==> src/rtl/serial_subtractor_pkg.sv <==
// Shared types and constants for the bit-serial subtractor: FSM state encoding and default width.
package sub_pkg;

  typedef enum logic [1:0] {
    IDLE = 2'd0,
    BUSY = 2'd1,
    DONE = 2'd2
  } state_e;

  localparam int DEFAULT_WIDTH = 8;

endpackage

==> src/rtl/full_subtractor_s.sv <==
// One-bit full subtractor cell: d = x - y - bin, bo = borrow out. Purely combinational.
module full_subtractor_s (
  input  logic x,
  input  logic y,
  input  logic bin,
  output logic d,
  output logic bo
);

  logic x_xor_y;

  assign x_xor_y = x ^ y;
  assign d       = x_xor_y ^ bin;
  assign bo      = (~x & y) | (~x_xor_y & bin);

endmodule

==> src/rtl/serial_subtractor.sv <==
// Bit-serial WIDTH-bit subtractor (a - b - bin, LSB first) behind valid/ready handshakes.
// Optional signed-overflow output ovf is built when SUB_OVF_EN is defined.
module serial_subtractor
  import sub_pkg::*;
#(
  parameter int WIDTH = DEFAULT_WIDTH
) (
  input  logic             clk,
  input  logic             rst_n,
  input  logic             in_valid,
  output logic             in_ready,
  input  logic [WIDTH-1:0] a,
  input  logic [WIDTH-1:0] b,
  input  logic             bin,
  output logic             out_valid,
  input  logic             out_ready,
  output logic [WIDTH-1:0] diff,
  output logic             bout
`ifdef SUB_OVF_EN
  ,
  output logic             ovf
`endif
);

  localparam int CW = $clog2(WIDTH + 1);
  localparam logic [CW-1:0] LAST = CW'(WIDTH - 1);

  state_e           state_q, state_d;
  logic [WIDTH-1:0] a_q, a_d, b_q, b_d;
  logic [WIDTH-1:0] sh_q, sh_d, sh_next;
  logic [WIDTH-1:0] diff_q, diff_d;
  logic             borrow_q, borrow_d;
  logic             bout_q, bout_d;
  logic [CW-1:0]    cnt_q, cnt_d;
  logic             cell_d, cell_bo;
  logic             accept, last_bit;

  full_subtractor_s u_cell (
    .x  (a_q[0]),
    .y  (b_q[0]),
    .bin(borrow_q),
    .d  (cell_d),
    .bo (cell_bo)
  );

  // Working shift register is kept apart from diff so partial results never reach the output.
  generate
    if (WIDTH == 1) begin : g_sh_w1
      assign sh_next = cell_d;
    end else begin : g_sh_wn
      assign sh_next = {cell_d, sh_q[WIDTH-1:1]};
    end
  endgenerate

  assign accept   = (state_q == IDLE) && in_valid;
  assign last_bit = (state_q == BUSY) && (cnt_q == LAST);

  always_ff @(posedge clk or negedge rst_n) begin
    if (!rst_n) begin
      state_q <= IDLE;
    end else begin
      state_q <= state_d;
    end
  end

  always_comb begin
    state_d = state_q;
    case (state_q)
      IDLE:    if (in_valid)  state_d = BUSY;
      BUSY:    if (last_bit)  state_d = DONE;
      DONE:    if (out_ready) state_d = IDLE;
      default: state_d = IDLE;
    endcase
  end

  always_comb begin
    in_ready  = (state_q == IDLE);
    out_valid = (state_q == DONE);
    diff      = diff_q;
    bout      = bout_q;
  end

  always_comb begin
    a_d      = a_q;
    b_d      = b_q;
    sh_d     = sh_q;
    diff_d   = diff_q;
    borrow_d = borrow_q;
    bout_d   = bout_q;
    cnt_d    = cnt_q;
    if (accept) begin
      a_d      = a;
      b_d      = b;
      sh_d     = '0;
      borrow_d = bin;
      cnt_d    = '0;
    end else if (state_q == BUSY) begin
      a_d      = a_q >> 1;
      b_d      = b_q >> 1;
      sh_d     = sh_next;
      borrow_d = cell_bo;
      cnt_d    = cnt_q + CW'(1);
      if (last_bit) begin
        diff_d = sh_next;
        bout_d = cell_bo;
      end
    end
  end

  always_ff @(posedge clk or negedge rst_n) begin
    if (!rst_n) begin
      a_q      <= '0;
      b_q      <= '0;
      sh_q     <= '0;
      diff_q   <= '0;
      borrow_q <= 1'b0;
      bout_q   <= 1'b0;
      cnt_q    <= '0;
    end else begin
      a_q      <= a_d;
      b_q      <= b_d;
      sh_q     <= sh_d;
      diff_q   <= diff_d;
      borrow_q <= borrow_d;
      bout_q   <= bout_d;
      cnt_q    <= cnt_d;
    end
  end

`ifdef SUB_OVF_EN
  logic ovf_q, ovf_d;

  // On the last step a_q[0]/b_q[0] hold the operand sign bits.
  always_comb begin
    ovf_d = ovf_q;
    if (accept) begin
      ovf_d = 1'b0;
    end else if (last_bit) begin
      ovf_d = (a_q[0] ^ b_q[0]) & (cell_d ^ a_q[0]);
    end
  end

  always_ff @(posedge clk or negedge rst_n) begin
    if (!rst_n) begin
      ovf_q <= 1'b0;
    end else begin
      ovf_q <= ovf_d;
    end
  end

  assign ovf = ovf_q;
`endif

endmodule

==> config.mk <==
export PLATFORM = sky130hd
export DESIGN_NAME = serial_subtractor
export DESIGN_NICKNAME = d
export VERILOG_FILES = /design/src/rtl/serial_subtractor_pkg.sv /design/src/rtl/full_subtractor_s.sv /design/src/rtl/serial_subtractor.sv
export SDC_FILE = /design/constraint.sdc
export NUM_CORES = 1
export LEC_CHECK = 0
export ABC_AREA = 1
export BUFFER_PORTS_ARGS = -buffer_cell sky130_fd_sc_hd__buf_2
export CAP_MARGIN = 10
export CORE_UTILIZATION = 40
export DETAILED_ROUTE_END_ITERATION = 12
export GPL_ROUTABILITY_DRIVEN = 0
export PLACE_DENSITY = 0.58
export SLEW_MARGIN = 20
export SYNTH_ARGS = -nofsm -noshare
export SYNTH_HDL_FRONTEND = slang
export SYNTH_HIERARCHICAL = 1
export SYNTH_SLANG_ARGS = --single-unit
==> constraint.sdc <==
create_clock -name clk -period 2.2 [get_ports clk]
set_clock_uncertainty 0.15 [all_clocks]
set_input_delay 0.55 -clock clk [delete_from_list [all_inputs] [get_ports clk]]
set_output_delay 0.55 -clock clk [all_outputs]
set_load 0.01 [all_outputs]
==> impl_metrics.tcl <==
set metrics [dict create \
    fin_util_pct 49.2 \
    avgSynthCellArea_um2 8.16 \
    die_h_um 69.8 \
    drt-total-wl_um 3350 \
    cts_setup_buffers 0 \
    outcome "complete, no violations" \
    antenna_found_initial 0 \
    grt_usage_pct 15.6 \
    dieArea_um2 4870 \
    fillers 462 \
    synth_top_cell_by_area "dfrtp_1" \
    grt_pass1_wl_um 5930 \
    grt-ovfl-total 0 \
    finalSetupTns_ps 0 \
    relSlewSlack_pct 66.9 \
    cp.depth 3 \
    core_region_area_um2 4380 \
    viasPerCell 4.47 \
    synth_seq_cells 39 \
    antenna_cells 0 \
    met2_length_um 1490 \
    yosysMostFrequentCell "nand2_1" \
    dp_hpwl_um 2260 \
    cp_num_buf_inv 2 \
    syn_nets 248 \
    p_leak_nw 1.22 \
    io_buffers 31 \
    tightest_slew_ps 497 \
    vdd_ir_drop_max_mv 0.574 \
    syn_to_final_growth_pct 17.5 \
    synth-edff-count 0 \
    r2r_slack_ps 690 \
    ys_warn_count 6 \
    pwr-share-seq_pct 41.0 \
    worstSetupStartpointType "register" \
    finish.net_count 283 \
    synthTopCellsByArea "dfrtp_1, nand2_1, inv_1, o21ai_2, o21ai_0" \
    finalHoldViolations 0 \
    clock_tree.root_cell "clkbuf_8" \
    hp-class "in2async" \
    cts_buffers 5 \
    max_freq_mhz 576 \
    drt_iter0_drc 77 \
    p_sw_share_pct 36.8 \
    met3_length_um 112 \
    syn_area_um2 1840 \
    cts.repair.resized 0 \
    synth.distinct_cells 20 \
    vias 1398 \
    synth_commonest_cells "nand2_1, dfrtp_1, inv_1" \
    worst-endpoint-arrival_ps 1040 \
    p_sw_mw 1.09 \
    powerDensity_nw_per_um2 1370 \
    antenna_left 0 \
    path_class "reg2out" \
    internal-power_mw 1.87 \
    dr.pass1.iters 4 \
    async_reset_ff_share_pct 100 \
    clock_sinks 39 \
    maxSlewViolCount 0 \
    clk_latency_ps 300 \
    wl_per_cell_um 10.7 \
    ioPinCount 32 \
    rr_startpoint "state_q[0]" \
    synth_cells 225 \
    startpoint "state_q[1]" \
    start_util_pct 41.9 \
    ys_dominant_reg_cell "dfrtp_1" \
    cpMaxStageDelayCell "dfrtp_1" \
    worstPathRequired_ps 1500 \
    critical_path.max_stage_delay_ps 430 \
    drc 0 \
    finalCritPeriodShare_pct 78.9 \
    drive_above_1_share_pct 22.2 \
    maxCapViolations 0 \
    setup_violations 0 \
    clock_power_share_pct 24.0 \
    row_count 24 \
    critPathMaxFanout 3 \
    comb_power_share_pct 35.0 \
    r2r-end "a_q[6]" \
    synth_top_cell_area_share_pct 53.1 \
    end_kind "output port" \
    rr_worst_depth 6 \
    maxUsedRoutingLayer "met4" \
    critPathTopFamily "flip-flops" \
    yosysSeqAreaShare_pct 53.1 \
    die_w_um 69.8 \
    cts_buffer_depth 2 \
    wl_met1_um 1700 \
    cts.htree.levels 2 \
    path_cells "inv_1 > nor2_1 > buf_2" \
    crit_end "out_valid" \
    clkSlewWorstSetupHoldPaths_ps 80 \
    hold_buffers 0 \
    cts_tree "yes" \
    rsz0062_at_grt "no" \
    grt_start_max_net_pins 40 \
    period_minus_slack_ps 1740 \
    grt_pass1_vias 1316 \
]
power groups by stage:
stage                     Clock, mW  Combinational [mW]  Sequential [mW]
after floorplan                   0               0.794             1.22
after global placement            0                1.04             1.22
after detailed placement          0                1.05             1.22
after CTS                     0.729                1.06             1.22
after global routing          0.759                1.20             1.26
final                         0.712                1.04             1.21
flip-flops by register name, summed over array words and instances (netlist names):
signal	count
borrow_q	1
cnt_q	4
a_q	8
sh_q	7
bout	1
b_q	8
state_q	2
diff	8
through the flow:
step / cell area, µm² / power [mW] / worst slack, ps / hold slack [ps] / std cells
floorplan: 1840 / 2.02 / 847 / 104 / 225
global placement: 2020 / 2.26 / 574 / 307 / 305
detailed placement: 2020 / 2.27 / 544 / 308 / 305
CTS: 2160 / 3.01 / 442 / 166 / 313
global route: 2160 / 3.22 / 390 / 191 / 313
finish: 2160 / 2.96 / 464 / 153 / 313
routing by layer:
metal / vias to the layer above / GRT usage, %
met5: - / 0
li1: 739 / -
met4: 0 / 6.67
met2: 28 / 24.4
met3: 5 / 3.49
met1: 626 / 20.8
cell families after synthesis:
kind of cell / after synthesis / share of synthesized area [%]
buf+inv: 35 / 9.40
compound gates: 19 / 6.74
fa+ha+maj: 2 / 1.77
flops: 39 / 53.1
simple gates: 129 / 28.5
xor+xnor: 1 / 0.477
worst min-delay path by stage:
stage,end,from,depth (start not counted)
final,diff[7],rst_n,2
after global routing,state_q[1],rst_n,2
after CTS,diff[5],rst_n,2
after detailed placement,diff[0],diff[0],2
after global placement,diff[7],diff[7],2
after floorplan,a_q[0],rst_n,0
area by class of cell:
class                   count  area (µm²)  area share [%]
multi-input cells         151         688            31.9
well taps                  52        65.1            3.01
clock inverters             3        67.6            3.13
clock buffers               5        68.8            3.19
flip-flops and latches     39         976            45.2
repair buffers             35         185            8.58
inverters                  28         108            4.99
cells in the final DEF, fill, tap and decap left out:
cell | synthesis | layout
bufinv_16 | 0 | 2
clkbuf_8 | 0 | 5
xnor2_1 | 1 | 1
nor2_4 | 2 | 2
buf_4 | 2 | 4
nor2_2 | 1 | 1
inv_4 | 1 | 1
buf_2 | 1 | 31
fa_1 | 1 | 1
o31ai_1 | 1 | 1
inv_1 | 26 | 26
inv_2 | 1 | 1
o21ai_2 | 7 | 7
nand2_2 | 2 | 2
nand2_4 | 1 | 1
nand3_1 | 7 | 7
o21ai_0 | 11 | 11
ha_1 | 1 | 1
dfrtp_1 | 39 | 39
nor2_1 | 2 | 2
clkinvlp_4 | 0 | 1
nand2_1 | 114 | 114
No activity file was read; power rests on OpenSTA's default activity.
